===== config.mk =====
export PLATFORM = sky130hd
export DESIGN_NAME = fifo_stream_out_flat
export DESIGN_NICKNAME = d
export VERILOG_FILES = /design/src/rtl/fifo_stream_out_if.sv /design/src/rtl/fifo_stream_out.sv /design/src/flat_wrapper.sv
export SDC_FILE = /design/constraint.sdc
export NUM_CORES = 1
export LEC_CHECK = 0
export BUFFER_PORTS_ARGS = -buffer_cell sky130_fd_sc_hd__clkbuf_2
export CORE_MARGIN = 10
export CORE_UTILIZATION = 55
export DETAILED_ROUTE_END_ITERATION = 16
export GPL_TIMING_DRIVEN = 0
export PLACE_DENSITY_LB_ADDON = 0.2
export SYNTH_ARGS = -nofsm -noshare
export SYNTH_HDL_FRONTEND = slang
export SYNTH_SLANG_ARGS = --single-unit

===== constraint.sdc =====
create_clock -name clk -period 5.5 [get_ports clk]
set_clock_uncertainty 0.1 [all_clocks]
set_input_delay 0.55 -clock clk [delete_from_list [all_inputs] [get_ports clk]]
set_output_delay 0.55 -clock clk [all_outputs]
set_load 0.02 [all_outputs]

===== src/rtl/fifo_stream_out_if.sv =====
// Handshake bundle between the circular FIFO read port, the stream adapter
// and the downstream decode/rename stage.
interface fifo_stream_out_if #(
  parameter type T = logic [31:0]
);
  logic fifo_empty;
  logic fifo_read_en;
  T     fifo_read_data;
  logic m_valid;
  T     m_data;
  logic m_ready;

  // Adapter side: drives the FIFO read strobe and the outgoing stream.
  modport master (
    input  fifo_empty,
    input  fifo_read_data,
    input  m_ready,
    output fifo_read_en,
    output m_valid,
    output m_data
  );

  // Environment side: FIFO plus downstream consumer.
  modport slave (
    output fifo_empty,
    output fifo_read_data,
    output m_ready,
    input  fifo_read_en,
    input  m_valid,
    input  m_data
  );
endinterface


===== src/rtl/fifo_stream_out.sv =====
// Read-side adapter for the circular FIFO: issues credit-checked reads,
// captures the registered read data one cycle later into a 2-entry
// head/skid buffer and presents it as a bubble-free valid/ready stream.
module fifo_stream_out #(
  parameter type T = logic [31:0]
) (
  input  logic               clk,
  input  logic               reset,
  input  logic               flush,
  fifo_stream_out_if.master  bus
);

  typedef enum logic [1:0] {
    EMPTY = 2'd0,
    ONE   = 2'd1,
    TWO   = 2'd2
  } occ_state_t;

  occ_state_t occ_reg, occ_next;
  logic       inflight_reg, inflight_next;
  T           head_reg, head_next;
  T           skid_reg, skid_next;

  logic       pop;
  logic       ret;
  logic       read_en;
  logic [2:0] credit_used;

  // Head of the buffer is the stream output; forced quiet while in reset.
  assign bus.m_valid = !reset && (occ_reg != EMPTY);
  assign bus.m_data  = reset ? '0 : head_reg;

  assign pop = bus.m_valid && bus.m_ready;
  // Data returning this cycle is kept unless a flush discards it.
  assign ret = inflight_reg && !flush;

  // Slots already committed (buffered + in flight) after this cycle's pop.
  // pop implies occ >= 1, so this never underflows.
  assign credit_used = {1'b0, occ_reg} + {2'b00, inflight_reg} - {2'b00, pop};
  assign read_en     = !reset && !flush && !bus.fifo_empty && (credit_used < 3'd2);
  assign bus.fifo_read_en = read_en;

  // Next-state: buffer occupancy transitions driven by return and pop.
  always_comb begin
    occ_next      = occ_reg;
    head_next     = head_reg;
    skid_next     = skid_reg;
    inflight_next = read_en;
    case (occ_reg)
      EMPTY: begin
        if (ret) begin
          occ_next  = ONE;
          head_next = bus.fifo_read_data;
        end
      end
      ONE: begin
        if (ret && !pop) begin
          occ_next  = TWO;
          skid_next = bus.fifo_read_data;
        end else if (ret && pop) begin
          head_next = bus.fifo_read_data;
        end else if (pop) begin
          occ_next = EMPTY;
        end
      end
      TWO: begin
        // Credit check keeps returns out of this state; only drain here.
        if (pop) begin
          occ_next  = ONE;
          head_next = skid_reg;
        end
      end
      default: occ_next = EMPTY;
    endcase
    // Flush drops buffered entries; the in-flight one is dropped via ret.
    if (flush) begin
      occ_next = EMPTY;
    end
  end

  // State register with synchronous reset clearing payload as well.
  always_ff @(posedge clk) begin
    if (reset) begin
      occ_reg      <= EMPTY;
      inflight_reg <= 1'b0;
      head_reg     <= '0;
      skid_reg     <= '0;
    end else begin
      occ_reg      <= occ_next;
      inflight_reg <= inflight_next;
      head_reg     <= head_next;
      skid_reg     <= skid_next;
    end
  end

endmodule


===== src/flat_wrapper.sv =====
// flat-port wrapper written by rule: the top's interface ports become plain ports
module fifo_stream_out_flat 
#(
  parameter type T = logic [31:0]
)
  (clk, reset, flush, bus_fifo_empty, bus_fifo_read_data, bus_m_ready, bus_fifo_read_en, bus_m_valid, bus_m_data);
  fifo_stream_out_if #(.T(T)) bus_i ();
  input  logic clk;
  input  logic reset;
  input  logic flush;
  input wire logic [$bits(bus_i.fifo_empty)-1:0] bus_fifo_empty;
  input wire logic [$bits(bus_i.fifo_read_data)-1:0] bus_fifo_read_data;
  input wire logic [$bits(bus_i.m_ready)-1:0] bus_m_ready;
  output wire logic [$bits(bus_i.fifo_read_en)-1:0] bus_fifo_read_en;
  output wire logic [$bits(bus_i.m_valid)-1:0] bus_m_valid;
  output wire logic [$bits(bus_i.m_data)-1:0] bus_m_data;
  assign bus_i.fifo_empty = bus_fifo_empty;
  assign bus_i.fifo_read_data = bus_fifo_read_data;
  assign bus_i.m_ready = bus_m_ready;
  assign bus_fifo_read_en = bus_i.fifo_read_en;
  assign bus_m_valid = bus_i.m_valid;
  assign bus_m_data = bus_i.m_data;
  fifo_stream_out #(.T(T)) u_core (.clk(clk), .reset(reset), .flush(flush), .bus(bus_i));
endmodule

### Yosys cells after proc, flatten, opt, wreduce, memory -nomap -nowiden

Index checks and enable logic that the tools add are counted.

| storage, ports and cells | value |
|---|---|
| output and inout port bits | 34 |
| bits in registers | 67 |
| input bits | 37 |
| word-level logic and storage cells | 46 |

| operators by class | value |
|---|---|
| multiplexer cells | 12 |
| reductions and logical operators | 19 |
| add/sub/neg operators | 2 |
| order comparisons | 1 |
| eq/ne operators | 8 |

Operators with widths:

| operator | count |
|---|---|
| 32-bit two-way mux | 5 |
| 32-bit one-hot mux with 3 select lines | 1 |
| 2-bit two-way mux | 5 |
| 1-bit logical AND | 8 |
| 2-bit by 1-bit != test with 1-bit output, second input constant | 3 |
| 2-bit one-hot mux with 3 select lines | 1 |
| 5-bit AND reduction | 1 |
| 1-bit logical NOT | 4 |
| 4-bit AND reduction | 1 |
| 2-bit by 1-bit adder with 3-bit output | 1 |
| 3-bit by 2-bit less-than comparator with 1-bit output, second input constant | 1 |
| 3-bit by 1-bit != test with 1-bit output, second input constant | 1 |
| 3-bit by 2-bit != test with 1-bit output, second input constant | 1 |
| 3-bit nonzero test | 1 |
| 3-bit by 1-bit subtractor with 3-bit output | 1 |
| 2-bit by 1-bit equality test with 1-bit output, second input constant | 1 |
| 2-bit equality test, second input constant | 1 |
| 2-bit logical NOT | 1 |
| 2-bit != test, second input constant | 1 |
| 2-bit AND reduction | 1 |
| 2-bit nonzero test | 1 |
| 2-bit OR reduction | 1 |

### Logic depth before layout (Yosys ltp)

| depth | value |
|---|---|
| word-level depth | 7 |
| depth in mapped cells | 9 |
| depth with buffers taken out | 6 |

### Worst setup path after synthesis

No wires, ideal clock.

| timing | value |
|---|---|
| kind | input -> output |
| start | input port reset |
| end | output port bus_fifo_read_en |
| path buffers | 2 |
| stages on the path | 8 |
| required time | 4850 ps |
| data arrival time | 2568 ps |
| slack | 2282 ps |
| cells stage by stage | buf_2 nand2b_4 nor2_4 buf_2 o21ai_1 fa_1 nand2b_1 nor4_1 |

| on the way | value |
|---|---|
| longest elaborated chain between the ends | 6 |
| elaborated cells on any way between the ends | 8 |
| those cells by class | 1 x add/sub; 1 x order compare; 6 x reduce/logical |

RTL lines:

| element | line | text |
|---|---|---|
| start: declaration | flat_wrapper.sv:9 | `input logic reset;` |
| 1-bit logical NOT * | fifo_stream_out.sv:30, fifo_stream_out.sv:40 |  |
| 1-bit logical AND | fifo_stream_out.sv:30 | `assign bus.m_valid = !reset && (occ_reg != EMPTY);` |
| 1-bit logical AND | fifo_stream_out.sv:33 | `assign pop = bus.m_valid && bus.m_ready;` |
| 3-bit by 1-bit subtractor with 3-bit output | fifo_stream_out.sv:39 | `assign credit_used = {1'b0, occ_reg} + {2'b00, inflight_reg} - {2'b00, pop};` |
| 3-bit by 2-bit less-than comparator with 1-bit output | fifo_stream_out.sv:40 | `assign read_en = !reset && !flush && !bus.fifo_empty && (credit_used < 3'd2);` |
| 1-bit logical AND * | fifo_stream_out.sv:40 |  |
| end: declaration | flat_wrapper.sv:14 | `output wire logic [$bits(bus_i.fifo_read_en)-1:0] bus_fifo_read_en;` |

Every way passes the cells marked *; elsewhere a longest branch is shown, timed or not.

### Worst setup path in the final report

| timing | value |
|---|---|
| start | register u_core.occ_reg[1] |
| end | output port bus_fifo_read_en |

| on the way | value |
|---|---|
| longest elaborated chain between the ends | 6 |
| elaborated cells on any way between the ends | 7 |
| those cells by class | 2 x add/sub; 1 x order compare; 4 x reduce/logical |

RTL lines:

| element | line | text |
|---|---|---|
| start: declaration | fifo_stream_out.sv:19 | `occ_state_t occ_reg, occ_next;` |
| start signal: assignment | fifo_stream_out.sv:89 | `occ_reg <= occ_next;` |
| branches (longest 3 deep; another with 2-bit by 1-bit adder with 3-bit output) | n/a |  |
| 3-bit by 1-bit subtractor with 3-bit output * | fifo_stream_out.sv:39 |  |
| 3-bit by 2-bit less-than comparator with 1-bit output * | fifo_stream_out.sv:40 |  |
| 1-bit logical AND * | fifo_stream_out.sv:40 |  |

Mark *: on every way between the ends.

==> run summary <==
Setup slack on the critical path of the routed design comes to 2.076 ns. Hold repair after CTS inserted 0 buffers. In this run, the number of DRC markers left after iteration 0 of detailed routing was 120. For the total power of the final layout, the log shows 0.9942 mW.

For the detailed-router iteration count before antenna repair, the log shows 4. Clock tree synthesis found a total of 67 sinks. The maximum net fanout on the critical path came out at 10. The number of hold violations in the final report came out at 0. The floorplan has 27 rows. The worst setup path is launched from a flop.

The worst setup path is captured at an output pin. Time the worst path needs with I/O delays and setup: 3.424 ns. TritonCTS created 9 clock buffers. The number of distinct library cell variants in the gate-level netlist after synthesis was 30; the final setup violation count was 0. The clock latency reported for the late side of the worst-skew pair was 0.34 ns. The number of gates resized after CTS was 0. The run gives 5540 um^2 as the standard cell core area. For the largest net degree at the start of global routing, the log shows 11. The post-synth net total is 388.

The run gives 0.0002370 V as the largest vdd supply drop. The share of synthesized registers carrying an async set or reset works out to 0%. Among all flip-flop cells after synthesis, the most frequent one is sky130_fd_sc_hd__dfxtp_1. The die covers 9150 um^2. The CTS clock-pin slew for the worst setup and hold paths was 0.07 ns. In this run, synthesis produced a sequential element count of 67. The number of enable flip-flop cells after synthesis was 0. During synthesis, Yosys emitted a total of 0 warnings. Buffers added to address setup during post-CTS repair amount to 0. The average instance area after synthesis was 8.994 um^2; the fill cell total of the finished layout was 465.

TritonCTS built the clock tree. The logs give 0 ns for the final sum of negative setup slack and 2.77 ns for the data arrival time of the critical path. The die is 95.66 um tall.

The first global-routing pass estimated 12560 um of wire. The path type of the worst setup path was flop to output pin. The actual slew at the worst max-slew pin was 0.6009 ns. For this design the total switching power over the nets is 0.2343 mW. For the worst setup path, the data required time is 4.85 ns. The count of boundary I/O pins was 71; the via count of the first global-routing pass was 2667. Routability-driven placement finished with a final weighted congestion of 0.8207.

In this run the tightest slew margin relative to its limit is 59.94%. The routed wirelength normalized by instance count works out to 15.38 um. For the number of violations of the max-capacitance limit, the log shows 0. The share of total power dissipated in the clock network is 41.3%. During placement, the flow inserted port buffers numbering 69. In the routed design, unresolved DRC markers number 0. The H-tree depth is 3. For this design the ratio of total power to cell area is 263.2 nW/um^2. Global routing used 17.31% of the available tracks.

Summed over all cells, the static leakage comes to 1.774 nW. The run finished with clean final reports. Detailed placer's ending HPWL: 5522 um. The run gives 468 as the final layout net count. The path class of the tightest hold or removal check is primary input to flop. From synthesis to final layout, the design area changed by 19.99%.

The overall routed net length came out at 7784 um. The number of nets with antenna violations after detailed routing was 0; the placement-stage worst setup slack was 2.337 ns. After technology mapping, the gate count stands at 350. The repair_antennas step left the layout with diodes totalling 0. Combinational logic is responsible for 8.5% of the overall power. The final route contains 2671 vias. For the worst-case clock buffer depth, the log shows 2.

The final count of pins violating max slew is 0, and the detailed-route vias per instance is 5.279. The initial antenna violation count came out at 0. Once the floorplan was initialized, standard cells occupied 56.82% of the core. The switching fraction of total power came out at 23.56%. The sequential cell area fraction in the yosys report is 42.61%.

Of the available clock period, the critical path in the final layout requires 62.26%. The run gives 50.2% as the sequential cell fraction of total power. From left edge to right edge, the die measures 95.66 um. The post-synth design cell area is 3148 um^2, and the maximum clock rate is 292.0 MHz.

Global routing finished with a remaining overflow of 0. Setup repair after global routing left no endpoint under its margin. Library cell used as clock root buffer: sky130_fd_sc_hd__clkbuf_8.

The tools report the internal power summed over all cells as 0.7599 mW. In the final layout, the share of cells above drive strength 1 is 30.65%.
==> layout by cell type (no fill, tap or decap), types with 14 or more instances in the layout <==
master / n
sky130_fd_sc_hd__nor2b_1: 33
sky130_fd_sc_hd__clkbuf_1: 15
sky130_fd_sc_hd__buf_2: 14
sky130_fd_sc_hd__mux2i_1: 33
sky130_fd_sc_hd__o31ai_1: 32
sky130_fd_sc_hd__clkbuf_2: 69
sky130_fd_sc_hd__a21oi_2: 30
sky130_fd_sc_hd__dfxtp_1: 67
sky130_fd_sc_hd__a21oi_1: 35
sky130_fd_sc_hd__nand2_1: 65
==> cell families (layout without fill, tap and decap cells) <==
family          after synthesis  count (layout)  synth area share, %
fa+ha+maj                     1               1               0.6360
compound gates              101             101                22.89
xor+xnor                      1               1               0.2783
simple gates                113             113                17.65
flops                        67              67                42.61
mux                          33              33                10.49
buf+inv                      34             118                5.445
==> through the flow <==
stage          instance area (um^2)  util [%]  instances  hold slack (ns)
3_5_place_dp                   3583     64.68        491           0.3464
2_1_floorplan                  3148         -        350           0.3357
3_3_place_gp                   3583     64.68        491           0.3408
6_report                       3777     68.18        506           0.3387
4_1_cts                        3777     68.18        506           0.3312
5_1_grt                        3777     68.18        506           0.3433
==> layout make-up <==
cell class              instances  area [um^2]  area share [%]
plain buffers                  33        167.7           4.439
clock buffers                  13        158.9           4.207
clock inverters                 2        35.03          0.9275
inverters                       1        3.754         0.09937
multi-input cells             249         1635           43.29
flip-flops and latches         67         1341           35.51
well taps                      72        90.09           2.385
repair buffers                 69        345.3           9.142
==> cells in the mapped netlist, drive strengths merged (2+ instances only) <==
master	count	area, um^2
buf	20	118.9
nor2	3	18.77
a21oi	65	437.9
nor2b	33	206.5
nand2	65	244.0
dfxtp	67	1341
mux2i	33	330.3
o31ai	32	240.2
nor4	2	12.51
clkbuf	13	48.80
nand2b	4	32.53
==> worst paths after layout <==
path	slack (ns)	depth (start not counted)	to	startpoint
max	2.08	10	bus_fifo_read_en	u_core.occ_reg[1]$_SDFFE_PP0P_
min	0.34	2	u_core.occ_reg[0]$_SDFFE_PP0P_	flush
max reg2reg	3.08	9	u_core.inflight_reg$_SDFF_PP0_	u_core.occ_reg[1]$_SDFFE_PP0P_
min reg2reg	0.35	2	u_core.skid_reg[30]$_SDFFE_PP0P_	u_core.skid_reg[30]$_SDFFE_PP0P_
==> routing by layer <==
metal	part of all wire, %	GRT usage (%)	up-vias
li1	-	-	1363
met1	43	20.19	1245
met2	49	29.40	52
met3	6.1	4.870	11
met4	1.3	6.634	0
met5	0	0	-
==> power groups by stage <==
stage	Sequential [mW]	Clock [mW]	Combinational (mW)
after floorplan	0.509	0	0.0529
after global placement	0.510	0	0.0838
after detailed placement	0.510	0	0.0850
after CTS	0.499	0.414	0.0854
after global routing	0.500	0.435	0.0929
final	0.499	0.410	0.0848
==> critical path, cell delays in order, from the launching register on <==
cell	delay [ns]
sky130_fd_sc_hd__dfxtp_1	0.37
sky130_fd_sc_hd__buf_2	0.23
sky130_fd_sc_hd__nand2b_1	0.07
sky130_fd_sc_hd__buf_4	0.17
sky130_fd_sc_hd__nor2_4	0.20
sky130_fd_sc_hd__buf_2	0.28
sky130_fd_sc_hd__o21ai_1	0.12
sky130_fd_sc_hd__fa_1	0.48
sky130_fd_sc_hd__nand2b_1	0.08
sky130_fd_sc_hd__nor4_1	0.22
sky130_fd_sc_hd__clkbuf_2	0.21
Power figures use the tool's default switching activity.
